==> config.mk <==
export PLATFORM = sky130hd
export DESIGN_NAME = bnn_vote_accum
export DESIGN_NICKNAME = d
export VERILOG_FILES = /design/src/rtl/bnn_vote_accum.sv
export SDC_FILE = /design/constraint.sdc
export NUM_CORES = 1
export LEC_CHECK = 0
export BUFFER_PORTS_ARGS = -buffer_cell sky130_fd_sc_hd__buf_4
export CAP_MARGIN = 20
export CORE_ASPECT_RATIO = 1.2
export CORE_MARGIN = 5
export CORE_UTILIZATION = 48
export CTS_CLUSTER_SIZE = 30
export DETAILED_ROUTE_END_ITERATION = 12
export PLACE_DENSITY_LB_ADDON = 0.12
export SYNTH_ARGS = -nofsm -noshare
export SYNTH_HDL_FRONTEND = slang
export SYNTH_SLANG_ARGS = --single-unit
==> constraint.sdc <==
create_clock -name clk -period 5.1 [get_ports clk]
set_input_delay 0.51 -clock clk [delete_from_list [all_inputs] [get_ports clk]]
set_output_delay 0.51 -clock clk [all_outputs]
set_load 0.01 [all_outputs]
==> src/rtl/bnn_vote_accum.sv <==
// rtl/bnn_vote_accum.sv - windowed per-class vote accumulator with argmax scan; optional BNN_VOTE_TIE_FLAG_EN adds result_tie
module bnn_vote_accum #(
  parameter int NUM_CLASSES = 8,
  parameter int CNT_W       = 8,
  parameter int WINDOW      = 16,
  localparam int IDX_W      = (NUM_CLASSES > 1) ? $clog2(NUM_CLASSES) : 1
) (
  input  logic                   clk,
  input  logic                   reset,
  input  logic                   clear,
  input  logic                   act_valid,
  input  logic [NUM_CLASSES-1:0] act,
  output logic                   act_ready,
  output logic                   result_valid,
  input  logic                   result_ready,
  output logic [IDX_W-1:0]       result_class,
`ifdef BNN_VOTE_TIE_FLAG_EN
  output logic                   result_tie,
`endif
  output logic [CNT_W-1:0]       result_count
);

  typedef enum logic [1:0] {ACCUM, SCAN, HOLD} state_t;

  localparam logic [CNT_W-1:0] CNT_MAX  = {CNT_W{1'b1}};
  localparam logic [CNT_W-1:0] LAST_SMP = CNT_W'(WINDOW - 1);
  localparam logic [IDX_W-1:0] LAST_IDX = IDX_W'(NUM_CLASSES - 1);

  state_t           state_q, state_d;
  logic [CNT_W-1:0] cnt_q [NUM_CLASSES];
  logic [CNT_W-1:0] cnt_d [NUM_CLASSES];
  logic [CNT_W-1:0] samp_q, samp_d;
  logic [IDX_W-1:0] idx_q, idx_d;
  logic [IDX_W-1:0] best_cls_q, best_cls_d;
  logic [CNT_W-1:0] best_cnt_q, best_cnt_d;
  logic [IDX_W-1:0] res_cls_q, res_cls_d;
  logic [CNT_W-1:0] res_cnt_q, res_cnt_d;
  logic [IDX_W-1:0] cand_cls;
  logic [CNT_W-1:0] cand_cnt;
`ifdef BNN_VOTE_TIE_FLAG_EN
  logic             tie_q, tie_d;
`endif

  // Next-state logic: accumulate votes, scan one counter per cycle, hold decision until taken
  always_comb begin
    state_d    = state_q;
    cnt_d      = cnt_q;
    samp_d     = samp_q;
    idx_d      = idx_q;
    best_cls_d = best_cls_q;
    best_cnt_d = best_cnt_q;
    res_cls_d  = res_cls_q;
    res_cnt_d  = res_cnt_q;
`ifdef BNN_VOTE_TIE_FLAG_EN
    tie_d      = tie_q;
`endif
    // Index 0 seeds the running best; later indices only replace it on a strictly larger count
    if (idx_q == '0 || cnt_q[idx_q] > best_cnt_q) begin
      cand_cls = idx_q;
      cand_cnt = cnt_q[idx_q];
    end else begin
      cand_cls = best_cls_q;
      cand_cnt = best_cnt_q;
    end

    case (state_q)
      ACCUM: begin
        if (act_valid) begin
          for (int i = 0; i < NUM_CLASSES; i++) begin
            if (act[i] && cnt_q[i] != CNT_MAX) cnt_d[i] = cnt_q[i] + CNT_W'(1);
          end
          samp_d = samp_q + CNT_W'(1);
          if (samp_q == LAST_SMP) begin
            state_d = SCAN;
            idx_d   = '0;
          end
        end
      end
      SCAN: begin
        best_cls_d = cand_cls;
        best_cnt_d = cand_cnt;
        idx_d      = idx_q + IDX_W'(1);
        if (idx_q == LAST_IDX) begin
          state_d   = HOLD;
          res_cls_d = cand_cls;
          res_cnt_d = cand_cnt;
`ifdef BNN_VOTE_TIE_FLAG_EN
          tie_d = 1'b0;
          for (int i = 0; i < NUM_CLASSES; i++) begin
            if (IDX_W'(i) != cand_cls && cnt_q[i] == cand_cnt) tie_d = 1'b1;
          end
`endif
        end
      end
      HOLD: begin
        if (result_ready) begin
          state_d = ACCUM;
          samp_d  = '0;
          for (int i = 0; i < NUM_CLASSES; i++) cnt_d[i] = '0;
`ifdef BNN_VOTE_TIE_FLAG_EN
          tie_d = 1'b0;
`endif
        end
      end
      default: state_d = ACCUM;
    endcase

    // Flush wins over any accept or handshake in the same cycle
    if (clear) begin
      state_d    = ACCUM;
      samp_d     = '0;
      idx_d      = '0;
      best_cls_d = '0;
      best_cnt_d = '0;
      res_cls_d  = '0;
      res_cnt_d  = '0;
      for (int i = 0; i < NUM_CLASSES; i++) cnt_d[i] = '0;
`ifdef BNN_VOTE_TIE_FLAG_EN
      tie_d = 1'b0;
`endif
    end
  end

  // State and datapath registers with asynchronous reset
  always_ff @(posedge clk or posedge reset) begin
    if (reset) begin
      state_q    <= ACCUM;
      samp_q     <= '0;
      idx_q      <= '0;
      best_cls_q <= '0;
      best_cnt_q <= '0;
      res_cls_q  <= '0;
      res_cnt_q  <= '0;
      for (int i = 0; i < NUM_CLASSES; i++) cnt_q[i] <= '0;
`ifdef BNN_VOTE_TIE_FLAG_EN
      tie_q      <= 1'b0;
`endif
    end else begin
      state_q    <= state_d;
      samp_q     <= samp_d;
      idx_q      <= idx_d;
      best_cls_q <= best_cls_d;
      best_cnt_q <= best_cnt_d;
      res_cls_q  <= res_cls_d;
      res_cnt_q  <= res_cnt_d;
      for (int i = 0; i < NUM_CLASSES; i++) cnt_q[i] <= cnt_d[i];
`ifdef BNN_VOTE_TIE_FLAG_EN
      tie_q      <= tie_d;
`endif
    end
  end

  assign act_ready    = (state_q == ACCUM);
  assign result_valid = (state_q == HOLD);
  assign result_class = res_cls_q;
  assign result_count = res_cnt_q;
`ifdef BNN_VOTE_TIE_FLAG_EN
  assign result_tie   = tie_q;
`endif

endmodule
### Word level (Yosys, flattened, before mapping)

Index checks and enable logic that the tools add are counted.

| storage, ports and cells | value |
|---|---|
| register bits | 99 |
| latch bits | 0 |
| bits in writable memories | 0 |
| memory bits (read-only) | 0 |
| bits of input ports | 13 |
| output and inout bits | 13 |
| logic and storage cells | 120 |
| memories kept | 0 |

| operators by class | value |
|---|---|
| add/sub/neg operators | 10 |
| multiply operators | 0 |
| div/mod/pow operators | 0 |
| order comparisons | 2 |
| equality and inequality tests | 24 |
| shift-type cells | 0 |
| muxes and demuxes | 41 |
| bitwise operators | 1 |
| reductions and logical operators | 27 |

Operators by type and width:

| operator | count |
|---|---|
| two-way mux 64 bit | 3 |
| two-way mux 8 bit | 19 |
| one-hot mux 64 bit (2 select lines) | 1 |
| adder 8 x 1 -> 8 bit (second input constant) | 9 |
| inequality test 8 bit (second input constant) | 8 |
| AND reduction 4 bit | 9 |
| inequality test 3 x 2 -> 1 bit (second input constant) | 10 |
| two-way mux 3 bit | 9 |
| binary-select mux 8 bit (select 3 bit) | 1 |
| one-hot mux 8 bit (2 select lines) | 1 |
| two-way mux 2 bit | 5 |
| == test 8 x 4 -> 1 bit (second input constant) | 1 |
| greater-than comparator 8 bit | 1 |
| logical AND 1 bit | 8 |
| inequality test 3 bit (second input constant) | 2 |
| one-hot mux 2 bit (3 select lines) | 1 |
| one-hot mux 3 bit (2 select lines) | 1 |
| AND reduction 3 bit | 2 |
| nonzero test 3 bit | 2 |
| >= comparator 4 bit (second input constant) | 1 |
| inverter 3 -> 4 bit | 1 |
| nonzero test 2 bit | 2 |
| adder 3 x 1 -> 3 bit (second input constant) | 1 |
| == test 3 bit (second input constant) | 1 |
| 6 further kinds | 6 |

### Longest topological paths before layout

| logic depth | value |
|---|---|
| word-level depth | 10 |
| depth in mapped cells | 12 |
| depth with buffers taken out | 9 |

### Worst setup path before layout

No wires, ideal clock.

| timing | value |
|---|---|
| path kind | reg-to-reg |
| start | register idx_q[0] |
| end | register res_cls_q[0], in the netlist result_class[0] |
| setup time | 0.120 ns |
| arrival | 2.915 ns |
| required time | 4.980 ns |
| path slack | 2.065 ns |
| stages on the path, launching flop included | 13 |
| path buffers | 3 |
| clock period less this slack | 3.035 ns |
| cell sequence | dfrtp_1 > buf_4 > buf_6 > mux4_2 > nor2_1 > a221oi_1 > ha_1 > and4_1 > nor2b_1 > a211o_1 > buf_2 > a32o_1 > a31o_2 |

| on the way | value |
|---|---|
| longest elaborated chain between the ends | 10 |
| elaborated cells on any way between the ends | 14 |
| those cells by class | 1 x order compare; 1 x eq/ne; 7 x mux; 1 x bitwise; 4 x reduce/logical |

Ends and longest elaborated chain:

| item | line | RTL |
|---|---|---|
| from (decl) | 33 | `logic [IDX_W-1:0] idx_q, idx_d;` |
| from (signal assigned) | 141 | `idx_q <= idx_d;` |
| inverter 3 -> 4 bit (implied by the code) | 58 | `if (idx_q == '0 \|\| cnt_q[idx_q] > best_cnt_q) begin` |
| binary-select mux 8 bit (select 3 bit) | 58 |  |
| two-way mux 8 bit (implied by the code) (2 in series) | 58 |  |
| greater-than comparator 8 bit | 58 |  |
| logical OR 1 bit | 58 |  |
| two-way mux 3 bit | 58 |  |
| two-way mux 3 bit | 83 | `if (idx_q == LAST_IDX) begin` |
| two-way mux 3 bit | 66 | `case (state_q)` |
| two-way mux 3 bit | 109 | `if (clear) begin` |
| to (signal assigned) | 144 | `res_cls_q <= res_cls_d;` |
| to (decl) | 36 | `logic [IDX_W-1:0] res_cls_q, res_cls_d;` |

Several ways; a longest one is shown, not always the timed one. The select of a mux whose other input is x is not followed.
A chain may end at the register's enable or synchronous reset.

### Worst setup path after layout

| timing | value |
|---|---|
| start | register idx_q[0] |
| end | register best_cnt_q[4] |

| on the way | value |
|---|---|
| longest elaborated chain between the ends | 9 |
| elaborated cells on any way between the ends | 10 |
| those cells by class | 1 x order compare; 6 x mux; 1 x bitwise; 2 x reduce/logical |

Ends and longest elaborated chain:

| item | line | RTL |
|---|---|---|
| inverter 3 -> 4 bit (implied by the code) | 58, 60 |  |
| binary-select mux 8 bit (select 3 bit) | 58, 60 |  |
| two-way mux 8 bit (implied by the code) (2 in series) | 58, 60 |  |
| greater-than comparator 8 bit | 58 |  |
| logical OR 1 bit | 58 |  |
| two-way mux 8 bit (*) | 58 |  |
| two-way mux 8 bit (*) | 66 |  |
| two-way mux 8 bit (*) | 109 |  |
| to (signal assigned) | 143 | `best_cnt_q <= best_cnt_d;` |
| to (decl) | 35 | `logic [CNT_W-1:0] best_cnt_q, best_cnt_d;` |

Mark *: on every way between the ends. The rest lies on a longest branch, timed or not. The select of a mux whose other input is x is not followed.

==> results.md <==
* Outcome: finished, final reports clean
* Share of post-route cells with drive strength above 1 at around 11%
* Crit path max fanout at 15
* CP Class: reg -> reg
* Vias per cell at roughly 6.3
* Gr usage total at roughly 22%
* Clk_skew at 0.00892 ns
* Crit path cell chain: mux4_2, nor2_1, a221oi_1, ha_1, nand4_1, nor2b_1, o21ai_0, o21ai_1, mux2i_1
* Vias at about 5.2k
* Crit path capture type: register
* Worst slew margin at between 20% and 30%
* Unrepaired setup endpoints after global routing: false
* WP depth at 9
* GP Congestion at a little under 0.9
* WL/cell at 19.0 um
* CTS tree: done
* Post-synth EDFFs at 0
* Worst Tran Pin Value at about 1.1 ns
* Setup crit start kind: register
* Die area at roughly 15,000 um^2
* Worst slack, placed at approximately 1.5 ns
* Buffers and inverters on the worst path at 0
* CTS sink count at roughly 100
* P_leak at around 0.0027 uW
* Total nets after synthesis at about 680
* Ys Warns at 0
* Final wirelength at approximately 16,000 um
* Ys async rst share at 100%
* Endpoints failing setup at 0
* Clock latency on the worst-skew pair at 0.35 ns
* Worst path arrival time at approximately 3.9 ns
* CP delay by family, top: compound AO/OA/AOI/OAI gates
* CP peak stage delay at about 0.81 ns
* Port bufs at 25
* Die width at between 100 and 150 um
* Total gr overflow at 0
* Clock H-tree levels at 3
* Die height at around 130 um
* Reg2reg end: best_cnt_q[4]
* Seq/Total Area, Yosys at between 40% and 50%
* Utilization after layout at about 54%
* Net count, final at 694
* Pwr dens at 268 nW/um^2
* Footprint of the multi-input gates at ~3200 um^2
* Worst min-delay path class: in -> async
* Number of CTS-inserted buffers at 9
* Clock buffer depth at 2
* Synth Area per Inst at 9.18 um^2
* DRC viols at 0
* Final WS setup at about 1.5 ns
* Setup TNS at 0 ns
* Post-CTS setup buffers at 0
* First-pass DRT Iterations at 5
* Worst-path clk slew at approximately 0.06 ns
* # hold bufs at CTS at 0
* Ant. Diodes at 0
* Worst endpoint required time at 5.37 ns
* Area Overhead vs Synth at 9.70%
* Most common cell after layout, fill and taps aside: dfrtp_1
* Antenna violations before repair at 0
* Most frequent cells in the layout: 99 x dfrtp_1, 85 x nand2_1, 76 x o21ai_0
* Mapped Cells at 648
* Fillers at between 1k and 1.5k
* Reg2reg setup slack at 1.48 ns
* F_max at approximately 280 MHz
* First-pass GRT wire length at between 20,000 and 30,000 um
* Vias in the first global route at 4,954
* Total Power at approximately 1700 uW
* Crit share post-route at between 70 and 80%
* Sequential Area at ~2500 um^2
* CP max-delay cell: dfrtp_1
* CP endpoint: best_cnt_q[4]
* Netlist cell types at between 60 and 70
* Cell Area, Synth at 5950 um^2
* PostCTS Resize Cnt at 0
* Slew Limit Fails at 0
* Final HPWL DP at ~11,000 um
* Row Count at 44
* Num ports at 26
* Iteration-0 DRC Markers at about 320
* Yosys reg bits at 99
* Clock root buffer: clkbuf_16
* Largest net degree at the start of global routing at 62
* Minimum clock period at about 3.6 ns
* Final hold vios at 0
* Antenna viol nets, final at 0
* Max-Cap Viols at 0
* Peak VDD IR at between 100 and 150 uV
* Worst reg-to-reg path cell count at 9
* Top FF cell, synth: dfrtp_1
* Worst R2R Start: idx_q[0]
* Starting Density at between 40% and 50%
* Core Area at about 12,000 um^2
* Crit. Startpoint: idx_q[0]
## stage by stage
| stage | std cells | instance area [um^2] | hold slack [ns] |
|---|---|---|---|
| after global placement | 811 | 6230 | 0.478 |
| after floorplan | 648 | 5950 | 0.465 |
| after CTS | 826 | 6520 | 0.208 |
| final | 826 | 6520 | 0.194 |
| after detailed placement | 811 | 6230 | 0.497 |
| after global routing | 826 | 6520 | 0.239 |
## cell type report
type                       count  share of cell area, %
tap                          161                   3.09
multi-input combinational    503                   49.8
sequential                    99                   38.0
clock buffer                  13                   3.99
inverter                      17                   1.02
clock inverter                 2                  0.537
timing repair buffer          31                   3.57
## registers in the layout, indices dropped and copies added, names as in the netlist
| signal | cells |
|---|---|
| state_q | 2 |
| samp_q | 8 |
| best_cnt_q | 8 |
| best_cls_q | 3 |
| idx_q | 3 |
| result_class | 3 |
| result_count | 8 |
| cnt_q | 64 |
## cell usage after synthesis (all sizes together), types with 15 or more instances
master,instances,area share (%)
dfrtp,99,42
nand2,85,5.4
o21ai,82,7.5
nor2,52,3.3
nand3,46,3.9
mux2i,25,4.2
o31ai,23,2.9
ha,20,4.2
buf,17,2.0
a21oi,16,1.4
inv,16,1.0
and3,15,1.6
## per-layer routing
layer  vias to the layer above  wire length, um  track usage [%]
met1                      2540             6860             29.4
li1                       2437                -                -
met3                        34              940             4.55
met5                         -                0                0
met4                         0              472             10.3
met2                       178             7450             34.4
## logic make-up after synthesis
logic type / count (synthesis) / synth area share (%)
AO/OA/AOI/OAI: 185 / 20.9
XOR/XNOR: 4 / 0.589
adder cells (fa/ha/maj): 20 / 4.21
buffers and inverters: 46 / 3.79
flip-flops: 99 / 41.7
multiplexers: 36 / 8.00
AND/OR/NAND/NOR: 258 / 20.8
## where the power goes
group	internal (uW)	total (uW)	switching, uW
Sequential	811	848	37.6
Combinational	68.5	206	138
Clock	404	693	289
Total	1280	1750	464
## worst min path at each step
| stage | end | slack (ns) |
|---|---|---|
| after floorplan | cnt_q[63] | 0.47 |
| after global placement | result_count[0] | 0.48 |
| after detailed placement | samp_q[0] | 0.50 |
| after CTS | samp_q[7] | 0.21 |
| after global routing | samp_q[7] | 0.24 |
| final | samp_q[5] | 0.19 |
(Power assumes the default switching activity.)
